--- config.mk ---
export PLATFORM = sky130hd
export DESIGN_NAME = splitter_3layer
export DESIGN_NICKNAME = d
export VERILOG_FILES = /design/src/rtl/splitter_3layer.sv
export SDC_FILE = /design/constraint.sdc
export NUM_CORES = 1
export LEC_CHECK = 0
export BUFFER_PORTS_ARGS = -buffer_cell sky130_fd_sc_hd__buf_2
export CAP_MARGIN = 10
export CORE_ASPECT_RATIO = 1.25
export CORE_MARGIN = 8
export CORE_UTILIZATION = 25
export DETAILED_ROUTE_END_ITERATION = 6
export GPL_TIMING_DRIVEN = 1
export HOLD_SLACK_MARGIN = 0.02
export PLACE_DENSITY = 0.45
export REMOVE_ABC_BUFFERS = 1
export SLEW_MARGIN = 20
export SYNTH_ARGS = -nofsm -noshare
export SYNTH_HDL_FRONTEND = slang
export SYNTH_SLANG_ARGS = --single-unit
--- constraint.sdc ---
create_clock -name clk -period 6.1 [get_ports clk]
set_input_delay 0.915 -clock clk [delete_from_list [all_inputs] [get_ports clk]]
set_output_delay 0.915 -clock clk [all_outputs]
set_load 0.03 [all_outputs]
--- src/rtl/splitter_3layer.sv ---
// Eight-way splitter: routes a merged, index-tagged stream into eight per-channel FIFOs.
// Optional key-order checking is enabled by defining SPLITTER_ORDER_CHECK_EN; the merged payload port is input_data since "input" is reserved.
module splitter_3layer #(
  parameter int DATA_WIDTH = 12,
  parameter int ACTIVE_MSB = 11,
  parameter int ACTIVE_LSB = 6,
  parameter int FIFO_DEPTH = 4
) (
  input  logic                  clk,
  input  logic                  reset,
  input  logic                  en,
  input  logic [DATA_WIDTH-1:0] input_data,
  input  logic [2:0]            input_index,
  input  logic                  vin,
  output logic                  outread,
  output logic [DATA_WIDTH-1:0] out1,
  output logic [DATA_WIDTH-1:0] out2,
  output logic [DATA_WIDTH-1:0] out3,
  output logic [DATA_WIDTH-1:0] out4,
  output logic [DATA_WIDTH-1:0] out5,
  output logic [DATA_WIDTH-1:0] out6,
  output logic [DATA_WIDTH-1:0] out7,
  output logic [DATA_WIDTH-1:0] out8,
  output logic                  vout1,
  output logic                  vout2,
  output logic                  vout3,
  output logic                  vout4,
  output logic                  vout5,
  output logic                  vout6,
  output logic                  vout7,
  output logic                  vout8,
  input  logic                  inRead1,
  input  logic                  inRead2,
  input  logic                  inRead3,
  input  logic                  inRead4,
  input  logic                  inRead5,
  input  logic                  inRead6,
  input  logic                  inRead7,
  input  logic                  inRead8,
  output logic [7:0]            order_err
);

  localparam int AW = $clog2(FIFO_DEPTH);
  localparam logic [AW:0] PTR_ONE = (AW+1)'(1);

  logic [7:0]            rd_req;
  logic [7:0]            empty;
  logic [7:0]            full;
  logic [7:0]            push;
  logic [7:0]            pop;
  logic [DATA_WIDTH-1:0] head [8];

  assign rd_req  = {inRead8, inRead7, inRead6, inRead5, inRead4, inRead3, inRead2, inRead1};
  // Full comes from registered pointers only, so a same-cycle pop never admits a write.
  assign outread = reset & en & vin & ~full[input_index];

  for (genvar k = 0; k < 8; k++) begin : g_ch
    logic [AW:0]           wr_ptr;
    logic [AW:0]           rd_ptr;
    logic [DATA_WIDTH-1:0] mem [FIFO_DEPTH];

    assign empty[k] = (wr_ptr == rd_ptr);
    assign full[k]  = (wr_ptr[AW-1:0] == rd_ptr[AW-1:0]) && (wr_ptr[AW] != rd_ptr[AW]);
    assign push[k]  = outread && (input_index == 3'(k));
    assign pop[k]   = en & rd_req[k] & ~empty[k];
    assign head[k]  = mem[rd_ptr[AW-1:0]];

    always_ff @(posedge clk) begin
      if (!reset) begin
        wr_ptr <= '0;
        rd_ptr <= '0;
      end else begin
        if (push[k]) wr_ptr <= wr_ptr + PTR_ONE;
        if (pop[k])  rd_ptr <= rd_ptr + PTR_ONE;
      end
    end

    always_ff @(posedge clk) begin
      if (push[k]) mem[wr_ptr[AW-1:0]] <= input_data;
    end
  end

`ifdef SPLITTER_ORDER_CHECK_EN
  localparam int KW = ACTIVE_MSB - ACTIVE_LSB + 1;

  logic [KW-1:0] key;
  logic [7:0]    err_vec;

  assign key       = input_data[ACTIVE_MSB:ACTIVE_LSB];
  assign order_err = err_vec;

  for (genvar k = 0; k < 8; k++) begin : g_ord
    logic [KW-1:0] last_key;
    logic          key_valid;
    logic          err;

    assign err_vec[k] = err;

    always_ff @(posedge clk) begin
      if (!reset) begin
        key_valid <= 1'b0;
        err       <= 1'b0;
      end else if (push[k]) begin
        if (key_valid && (key < last_key)) err <= 1'b1;
        last_key  <= key;
        key_valid <= 1'b1;
      end
    end
  end
`else
  assign order_err = '0;
`endif

  assign out1  = head[0];
  assign out2  = head[1];
  assign out3  = head[2];
  assign out4  = head[3];
  assign out5  = head[4];
  assign out6  = head[5];
  assign out7  = head[6];
  assign out8  = head[7];
  assign vout1 = ~empty[0];
  assign vout2 = ~empty[1];
  assign vout3 = ~empty[2];
  assign vout4 = ~empty[3];
  assign vout5 = ~empty[4];
  assign vout6 = ~empty[5];
  assign vout7 = ~empty[6];
  assign vout8 = ~empty[7];

endmodule

==> run summary <==
status -> finished clean
DRT Pass-1 Iters -> 4
P_leak -> 6.86 nW
r2r startpoint -> g_ch[3].wr_ptr[1]
Layout area overhead -> 17.8%
Skew-Pair Late Insertion Delay -> 540 ps
IO Count -> 140
XOR/XNOR share of the synthesized area -> 2.01%
CP Class -> input pin to output port
row count -> 108
Final setup violation count -> 0
Avg Inst Size Synth -> 20.0 um2
dpl cell area -> 0.0192 mm2
crit start category -> input pin
placer congestion estimate -> 0.709
clk root buf -> clkbuf_16
critical path buffer and inverter count -> 2
Post-CTS Setup Bufs -> 0
Remaining Overflow, GRT -> 0
Worst R2R Setup Slack -> 2950 ps
CP peak stage delay -> 830 ps
Synth Register Bits -> 448
most frequent cells in the layout -> edfxtp_1, buf_2, mux4_2
MaxCap Viol Count -> 0
setup TNS -> 0 ps
number of hold violations in the final report -> 0
fraction of the mapped netlist area in simple logic gates -> 5.51%
CP max FO -> 9
CTS HTree Levels -> 2
slowest CP cell -> or4_1
area of the mapped netlist -> 0.0175 mm2
element type at the critical path end -> output port
Critical Path Source -> input_index[0]
vias in the first global route -> 8878
worst hold margin -> 483 ps
CTS tree -> yes
clk sinks -> 448
most used cell, CP -> buf_2
full die area -> 0.0786 mm2
power density cells -> 297 mW/mm2
first-pass GRT wire length -> 60700 um
IO Port Bufs -> 131
Crit path max-delay family -> simple AND/OR/NAND/NOR gates
Worst-path clk slew -> 60 ps
Worst Setup Slack, final -> 2060 ps
Max rail drop VDD -> 0.000183 V
period utilization -> 66.2%
Place WS -> 2030 ps
commonest non-fill, non-tap cell in the layout -> edfxtp_1
Starting Density -> 25.2%
DR vias/cell -> 4.15
clock tree buffer depth -> 3
Tightest Pin Transition -> 966 ps
die width -> 252 um
sequential area share after synthesis -> 73.3%
proportion of layout cells with a drive suffix above 1 -> 29.8%
CP required -> 5180 ps
Num CTS Buffers -> 43
RSZ-0062 raised after global routing -> false
complex-gate fraction of the synthesized area -> 0.458%
Total GRT Usage -> 10.4%
Final #Nets -> 1095
antenna-violating nets left -> 0
# DRC -> 0
Synth Area in Adders -> 2.87%
CP cell instances -> buf_2, nand2_2, nor4b_1, or4_1, mux2_2, nor2_1, buf_2
hold buffers post-CTS -> 0
min-delay src -> g_ch[2].wr_ptr[2]
post-DR wirelength/cell -> 20.9 um
worst relative slew slack -> 35.6%
Distinct cells, synth -> 33
CTS resizes -> 0
finished layout cell area -> 0.0206 mm2
largest net degree at the start of global routing -> 69
die height -> 312 um
initial antenna violation count -> 5
Worst Skew -> 9.64 ps
hpwl dp -> 26500 um
core area -> 0.0693 mm2
Initial DRC Count -> 545
Critical Path AT -> 3120 ps
Ys Warns -> 0
via count -> 8284
mux contribution to synthesized area -> 14.3%
Cells after Synth -> 873
Routed WL -> 41800 um
fmax -> 248 MHz
Final min period -> 4040 ps
Worst Hold Class -> flop to flop
main combinational cell family by area after synthesis -> multiplexers
Final Max Tran Viols -> 0
==> routing by layer <==
| layer | wire length (um) | vias up | track usage [%] |
|---|---|---|---|
| met2 | 21300 | 155 | 18.0 |
| met3 | 1950 | 52 | 1.87 |
| met4 | 881 | 2 | 2.90 |
| li1 | - | 3722 | - |
| met1 | 17700 | 4353 | 13.1 |
| met5 | 13 | - | 0 |
==> per-stage QoR <==
stage               power, W  cells  utilization (%)
detailed placement   0.00356   1917             27.7
floorplan            0.00346    844                -
finish               0.00611   1998             29.7
global route         0.00632   1997             29.7
CTS                  0.00622   1996             29.7
global placement     0.00356   1917             27.7
==> power by group <==
group	internal [W]	switching, W	total (W)
Clock	0.00151	0.00112	0.00263
Combinational	0.0000324	0.000117	0.000150
Sequential	0.00333	0.00000783	0.00334
==> final timing paths <==
path	endpoint	cells after the start
setup / recovery	outread	7
hold / removal	g_ch[2].wr_ptr[2]	2
setup reg to reg	g_ch[2].mem[0][6]	5
hold reg to reg	g_ch[2].wr_ptr[2]	2
==> cell families (layout without fill, tap and decap cells) <==
family | after synthesis | after routing
buffers and inverters | 56 | 238
adders and majority gates | 40 | 40
xor gates and xnor gates | 40 | 40
and+or+nand+nor | 151 | 151
AOI/OAI and AO/OA | 8 | 8
muxes | 129 | 129
other | 1 | 9
DFF | 448 | 448
==> synth_stat cells (all sizes together) <==
| cell | instances | area share [%] |
|---|---|---|
| nand4b | 3 | 0.15 |
| mux2i | 32 | 1.8 |
| nor3 | 4 | 0.27 |
| mux2 | 1 | 0.064 |
| conb | 1 | 0.021 |
| xnor2 | 8 | 0.40 |
| nor2 | 8 | 0.21 |
| or4 | 2 | 0.086 |
| buf | 18 | 0.70 |
| dfxtp | 64 | 7.3 |
| nor4b | 8 | 0.40 |
| inv | 20 | 0.43 |
| nor2b | 10 | 0.36 |
| ha | 40 | 2.9 |
| nand2 | 44 | 0.96 |
| mux4 | 96 | 12 |
| and2 | 48 | 1.7 |
| clkbuf | 18 | 0.39 |
| edfxtp | 384 | 66 |
| xor2 | 32 | 1.6 |
| nand3 | 4 | 0.11 |
| or3 | 8 | 0.29 |
| or2 | 1 | 0.036 |
| nand2b | 3 | 0.11 |
| o311a | 8 | 0.46 |
| or2b | 1 | 0.043 |
| nor4 | 6 | 0.73 |
| and3 | 1 | 0.036 |
==> flip-flops by register name, summed over array words and instances, names as in the netlist, named ones only <==
name / cells
g_ch.mem: 384
g_ch.wr_ptr: 24
g_ch.rd_ptr: 24
==> final cells by class <==
class                   count  area (um2)
inverters                  20        75.1
fillers                  6783       48700
clock inverters            21         153
flip-flops and latches    448       12800
diodes                      1        2.50
well taps                 935        1170
repair buffers            139         716
clock buffers              58        1240
multi-input cells         376        4420
==> worst reg2reg max path, stage by stage, from the launching register on <==
cell and delay (ps):
dfxtp_1 430, xor2_1 290, nor4b_1 100, or4_1 830, nor4_4 450, and2_1 660
No activity file was read; power rests on OpenSTA's default activity.
